--- src/rtl/imm_decode_stage.sv ---
// rtl/imm_decode_stage.sv - registered RISC-V immediate decode stage with skid buffer
module imm_decode_stage #(
  parameter int XLEN = 32,
  parameter int SKID = 1
) (
  input  logic            clk,
  input  logic            rst,
  input  logic            flush,
  input  logic            in_valid,
  output logic            in_ready,
  input  logic [31:0]     in_inst,
  input  logic [XLEN-1:0] in_pc,
  output logic            out_valid,
  input  logic            out_ready,
  output logic [31:0]     out_inst,
  output logic [XLEN-1:0] out_pc,
  output logic [XLEN-1:0] out_imm,
  output logic [2:0]      out_immType,
  output logic [XLEN-1:0] out_target,
  output logic            out_illegal
);

  localparam logic [2:0] T_I    = 3'd0;
  localparam logic [2:0] T_S    = 3'd1;
  localparam logic [2:0] T_B    = 3'd2;
  localparam logic [2:0] T_U    = 3'd3;
  localparam logic [2:0] T_J    = 3'd4;
  localparam logic [2:0] T_Z    = 3'd5;
  localparam logic [2:0] T_SH   = 3'd6;
  localparam logic [2:0] T_NONE = 3'd7;

  // One decoded entry: {inst, pc, imm, type, target, illegal}
  localparam int DW = 32 + 3 * XLEN + 4;

  if (XLEN != 32 && XLEN != 64) begin : g_bad_xlen
    $error("imm_decode_stage: XLEN must be 32 or 64");
  end

  logic [6:0]      opc;
  logic [2:0]      f3;
  logic [2:0]      dec_type;
  logic            dec_ill;
  logic [XLEN-1:0] dec_imm;
  logic [XLEN-1:0] dec_target;
  logic [DW-1:0]   dec_word;
  logic [DW-1:0]   head_q;
  logic            vld_q;
  logic            in_fire;
  logic            out_fire;

  assign opc = in_inst[6:0];
  assign f3  = in_inst[14:12];

  // Classify the instruction and build its immediate; inst[1:0]!=11 never matches a mapped opcode
  always_comb begin
    dec_type = T_NONE;
    dec_ill  = 1'b0;
    case (opc)
      7'b0000011, 7'b1100111: dec_type = T_I;
      7'b0010011: dec_type = (f3 == 3'b001 || f3 == 3'b101) ? T_SH : T_I;
      7'b0011011: begin
        if (XLEN == 64) dec_type = (f3 == 3'b001 || f3 == 3'b101) ? T_SH : T_I;
        else            dec_ill  = 1'b1;
      end
      7'b0100011: dec_type = T_S;
      7'b1100011: dec_type = T_B;
      7'b0110111, 7'b0010111: dec_type = T_U;
      7'b1101111: dec_type = T_J;
      7'b1110011: dec_type = f3[2] ? T_Z : T_NONE;
      default: dec_ill = 1'b1;
    endcase

    dec_imm = '0;
    case (dec_type)
      T_I: dec_imm = XLEN'($signed(in_inst[31:20]));
      T_S: dec_imm = XLEN'($signed({in_inst[31:25], in_inst[11:7]}));
      T_B: dec_imm = XLEN'($signed({in_inst[31], in_inst[7], in_inst[30:25], in_inst[11:8], 1'b0}));
      T_U: dec_imm = XLEN'($signed({in_inst[31:12], 12'b0}));
      T_J: dec_imm = XLEN'($signed({in_inst[31], in_inst[19:12], in_inst[20], in_inst[30:21], 1'b0}));
      T_Z: dec_imm = XLEN'(in_inst[19:15]);
      T_SH: begin
        // Word-sized shifts only have a 5-bit shamt even on a 64-bit core
        if (XLEN == 32 || opc == 7'b0011011) dec_imm = XLEN'(in_inst[24:20]);
        else                                 dec_imm = XLEN'(in_inst[25:20]);
      end
      default: dec_imm = '0;
    endcase
  end

  assign dec_target = in_pc + dec_imm;
  assign dec_word   = {in_inst, in_pc, dec_imm, dec_type, dec_target, dec_ill};

  assign in_fire  = in_valid & in_ready;
  assign out_fire = vld_q & out_ready;

  assign out_valid = vld_q;
  assign {out_inst, out_pc, out_imm, out_immType, out_target, out_illegal} = head_q;

  if (SKID != 0) begin : g_skid
    typedef enum logic [1:0] {EMPTY, ONE, TWO} state_t;
    state_t        state_q;
    logic [DW-1:0] skid_q;
    logic          rdy_q;

    // ready is registered; rst gates it so nothing is accepted while reset is held
    assign in_ready = rdy_q & ~rst;

    // Occupancy FSM: head_q is the output register, skid_q holds the second entry
    always_ff @(posedge clk) begin
      if (rst) begin
        state_q <= EMPTY;
        vld_q   <= 1'b0;
        rdy_q   <= 1'b1;
        head_q  <= '0;
        skid_q  <= '0;
      end else if (flush) begin
        state_q <= EMPTY;
        vld_q   <= 1'b0;
        rdy_q   <= 1'b1;
      end else begin
        case (state_q)
          EMPTY: begin
            if (in_fire) begin
              head_q  <= dec_word;
              vld_q   <= 1'b1;
              state_q <= ONE;
            end
          end
          ONE: begin
            if (in_fire && !out_fire) begin
              skid_q  <= dec_word;
              state_q <= TWO;
              rdy_q   <= 1'b0;
            end else if (in_fire && out_fire) begin
              head_q  <= dec_word;
            end else if (out_fire) begin
              vld_q   <= 1'b0;
              state_q <= EMPTY;
            end
          end
          TWO: begin
            if (out_fire) begin
              head_q  <= skid_q;
              state_q <= ONE;
              rdy_q   <= 1'b1;
            end
          end
          default: begin
            state_q <= EMPTY;
            vld_q   <= 1'b0;
            rdy_q   <= 1'b1;
          end
        endcase
      end
    end
  end else begin : g_single
    assign in_ready = (~vld_q | out_ready) & ~rst;

    // Single pipeline register: load on accept, drain on consume
    always_ff @(posedge clk) begin
      if (rst) begin
        vld_q  <= 1'b0;
        head_q <= '0;
      end else if (flush) begin
        vld_q  <= 1'b0;
      end else if (in_fire) begin
        head_q <= dec_word;
        vld_q  <= 1'b1;
      end else if (out_fire) begin
        vld_q  <= 1'b0;
      end
    end
  end

endmodule

--- config.mk ---
export PLATFORM = sky130hd
export DESIGN_NAME = imm_decode_stage
export DESIGN_NICKNAME = d
export VERILOG_FILES = /design/src/rtl/imm_decode_stage.sv
export SDC_FILE = /design/constraint.sdc
export NUM_CORES = 1
export LEC_CHECK = 0
export CORE_MARGIN = 1.5
export CORE_UTILIZATION = 25
export DETAILED_ROUTE_END_ITERATION = 6
export GPL_TIMING_DRIVEN = 0
export SYNTH_ARGS = -nofsm -noshare
export SYNTH_HDL_FRONTEND = slang
export SYNTH_SLANG_ARGS = --single-unit
export TNS_END_PERCENT = 10
--- constraint.sdc ---
create_clock -name clk -period 11.5 [get_ports clk]
set_input_delay 2.3 -clock clk [delete_from_list [all_inputs] [get_ports clk]]
set_output_delay 2.3 -clock clk [all_outputs]
set_load 0.03 [all_outputs]
==> impl_metrics.env <==
export IMPL_cts_tree="built"
export IMPL_hold_viol=0
export IMPL_cts_sinks=268
export IMPL_path_clk_slew_ns=0.06
export IMPL_synth_seq_cells=268
export IMPL_fin_cells=2596
export IMPL_p_leak_nw=5.95
export IMPL_grt_max_degree=15
export IMPL_ys_flop_type="dfxtp_1"
export IMPL_slowest_delay_ns=0.98
export IMPL_crit_path_start="in_inst[0]"
export IMPL_fp_dieW_um=228
export IMPL_rsz0062_at_grt="false"
export IMPL_setup_viol=0
export IMPL_fin_ws_ns=4.02
export IMPL_avgSynthCellArea_um2=7.54
export IMPL_mappedNetlistNets=1776
export IMPL_synthCells=1675
export IMPL_io_buffers=196
export IMPL_firstDrtPassIters=6
export IMPL_cts_setup_buffers=0
export IMPL_holdBufCountCts=0
export IMPL_relSlewSlack_pct=8.97
export IMPL_vias_per_cell=4.99
export IMPL_gp_congestion=0.936
export IMPL_reg2reg_from="g_skid.rdy_q"
export IMPL_min_period_over_period_pct=65.1
export IMPL_worst_path_max_fanout=8
export IMPL_power_density_nw_per_um2=135
export IMPL_ant_nets=0
export IMPL_wire_per_inst_um=19.5
export IMPL_max_clock_freq_mhz=134
export IMPL_dp_hpwl_um=39400
export IMPL_synth_area_top_cells="dfxtp_1 42%, nand2_1 12%, a21oi_1 8.2%"
export IMPL_numCtsBuffers=31
export IMPL_critPathKind="input pin to flip-flop"
export IMPL_overflow=0
export IMPL_ioPinCount=203
export IMPL_pre_cts_ws_ns=3.59
export IMPL_antennaDiodeCount=0
export IMPL_antenna_found_initial=0
export IMPL_die_h_um=228
export IMPL_rrSetupSlack_ns=8.15
export IMPL_seqPwrFrac_pct=43.5
export IMPL_internal_power_mw=1.62
export IMPL_final_setup_tns_ns=0
export IMPL_min_period_ns=7.48
export IMPL_die_area_um2=51900
export IMPL_p_comb_share_pct=12.2
export IMPL_yosysWarnings=0
export IMPL_drive_above_1_share_pct=4.05
export IMPL_syn_to_final_growth_pct=30.0
export IMPL_switching_share_pct=26.8
export IMPL_nets=2005
export IMPL_finClkSkew_ns=0.0117
export IMPL_synth_distinct_cells=68
export IMPL_core_area_um2=50000
export IMPL_cap_viol_max_count=0
export IMPL_synth_edff_count=0
export IMPL_async_flop_share_pct=0
export IMPL_hold_class="flip-flop to flip-flop"
export IMPL_cts_root_buf="clkbuf_16"
export IMPL_dp_cells=2543
export IMPL_clk_path_buf_depth=3
export IMPL_fp_row_count=82
export IMPL_start_kind="input pin"
export IMPL_hold_start="g_skid.skid_q[18]"
export IMPL_grt_pass1_wl_um=75500
export IMPL_finalWirelength_um=50500
export IMPL_slew_viol_final=0
export IMPL_ctsResizeCount=0
export IMPL_cp_data_required_time_ns=11.95
export IMPL_cpMaxStageDelayCell="a222oi_1"
export IMPL_drtIter0Drc=949
export IMPL_critical_path_arrival_ns=7.93
export IMPL_tightest_slew_ns=1.35
export IMPL_netlist_area_um2=12600
export IMPL_synth_largest_area_cell="dfxtp_1"
export IMPL_vias=13000
export IMPL_insertion_delay_ns=0.57
export IMPL_crit_chain="clkdlybuf4s50_1 > nand2_1 > or2_1 > a311oi_4 > nor3_2 > a222oi_1 > inv_1 > ha_1 > inv_1 > fa_1 > nor2b_4 > o31a_1 > o31a_1 > a211o_1 > o21a_2 > o22ai_2 > o21ai_1 > a21oi_1 > xor2_1 > o21ai_1"
export IMPL_grt_util_all_layers_pct=18.7
export IMPL_peakVddDrop_v=0.000103
export IMPL_yosysSeqAreaShare_pct=42.5
export IMPL_cp_end_kind="flip-flop"
export IMPL_clkPwrFrac_pct=44.3
export IMPL_initial_core_util_pct=25.3
export IMPL_htree_levels=1
export IMPL_drcViolationCount=0
export IMPL_status="completed"
export IMPL_grt_pass1_vias=12400
export IMPL_p_switching_mw=0.595
export IMPL_synth_top_area_share_pct=42.5
cells by family (layout without fill, tap and decap cells):
family | count (synthesis) | in the layout | synth area share [%]
xor+xnor | 25 | 25 | 1.73
simple gates | 694 | 694 | 22.2
buf+inv | 177 | 426 | 5.37
mux | 1 | 1 | 0.0891
flops | 268 | 268 | 42.5
compound gates | 477 | 477 | 24.8
fa+ha+maj | 33 | 33 | 3.31
power groups by stage:
stage,logic [mW],clock network (mW),registers [mW]
after floorplan,0.107,0,1.02
after global placement,0.267,0,0.985
after detailed placement,0.269,0,0.986
after CTS,0.270,0.994,0.966
after global routing,0.290,1.04,0.968
final,0.271,0.982,0.966
metrics by stage:
stage / utilization [%] / power [mW] / hold WS, ns / instance area [µm²]
2_1_floorplan: - / 1.13 / 0.430 / 12600
3_3_place_gp: 30.9 / 1.25 / 0.442 / 15400
3_5_place_dp: 30.9 / 1.25 / 0.448 / 15400
4_1_cts: 32.9 / 2.23 / 0.457 / 16400
5_1_grt: 32.9 / 2.30 / 0.472 / 16400
6_report: 32.9 / 2.22 / 0.456 / 16400
placed cells by master, fill, tap and decap left out, drive strengths merged, types with 42 or more instances in the layout:
| cell | synthesis | routed |
|---|---|---|
| a311oi | 87 | 87 |
| dfxtp | 268 | 268 |
| nor2 | 202 | 202 |
| a211oi | 60 | 60 |
| o21ai | 45 | 45 |
| nand2 | 418 | 418 |
| clkdlybuf4s50 | 0 | 196 |
| inv | 40 | 42 |
| a21oi | 216 | 216 |
| clkbuf | 129 | 170 |
final cells by class:
class	instances	area [µm²]
multi-input combinational	1230	6590
clock inverter	12	151
sequential	268	5370
clock buffer	41	833
fill	5315	33500
tap	672	841
timing repair buffer	196	1960
buffer	137	528
inverter	40	150
cell usage after synthesis, types with 5 or more instances:
cell / count
nand2_1: 418
dfxtp_1: 268
a21oi_1: 208
nor2_1: 202
clkbuf_1: 128
a311oi_1: 85
a211oi_1: 60
inv_1: 40
o21ai_0: 39
ha_1: 31
nand3_1: 16
a21o_1: 15
xnor2_1: 15
xor2_1: 10
a21oi_2: 8
a31oi_1: 8
nor3_1: 7
and2_1: 6
and3_1: 6
o21a_1: 6
o21ai_1: 6
a222oi_1: 5
nand2b_1: 5
nand4_1: 5
nor2b_1: 5
critical path: cells and delay by family:
kind / cells / cell delay, ns
AOI/OAI and AO/OA: 10 / 3.42
xor gates and xnor gates: 1 / 0.29
adders and majority gates: 2 / 0.51
buffers and inverters: 3 / 0.74
and+or+nand+nor: 4 / 0.67
layer usage:
| layer | global-route usage [%] | share of wire [%] |
|---|---|---|
| met1 | 25.7 | 46 |
| met2 | 30.4 | 45 |
| met3 | 2.76 | 6.8 |
| met4 | 4.67 | 2.2 |
| met5 | 0 | 0 |
sequential cells by signal, summed over array words and instances (netlist names):
signal          count
g_skid.state_q      2
g_skid.rdy_q        1
out_valid           1
head_q            132
g_skid.skid_q     132
final timing paths:
kind	to	cells after the start
max	head_q[29]	20
min	g_skid.skid_q[18]	2
max reg2reg	g_skid.skid_q[28]	7
min reg2reg	g_skid.skid_q[18]	2
Power figures use the tool's default switching activity.
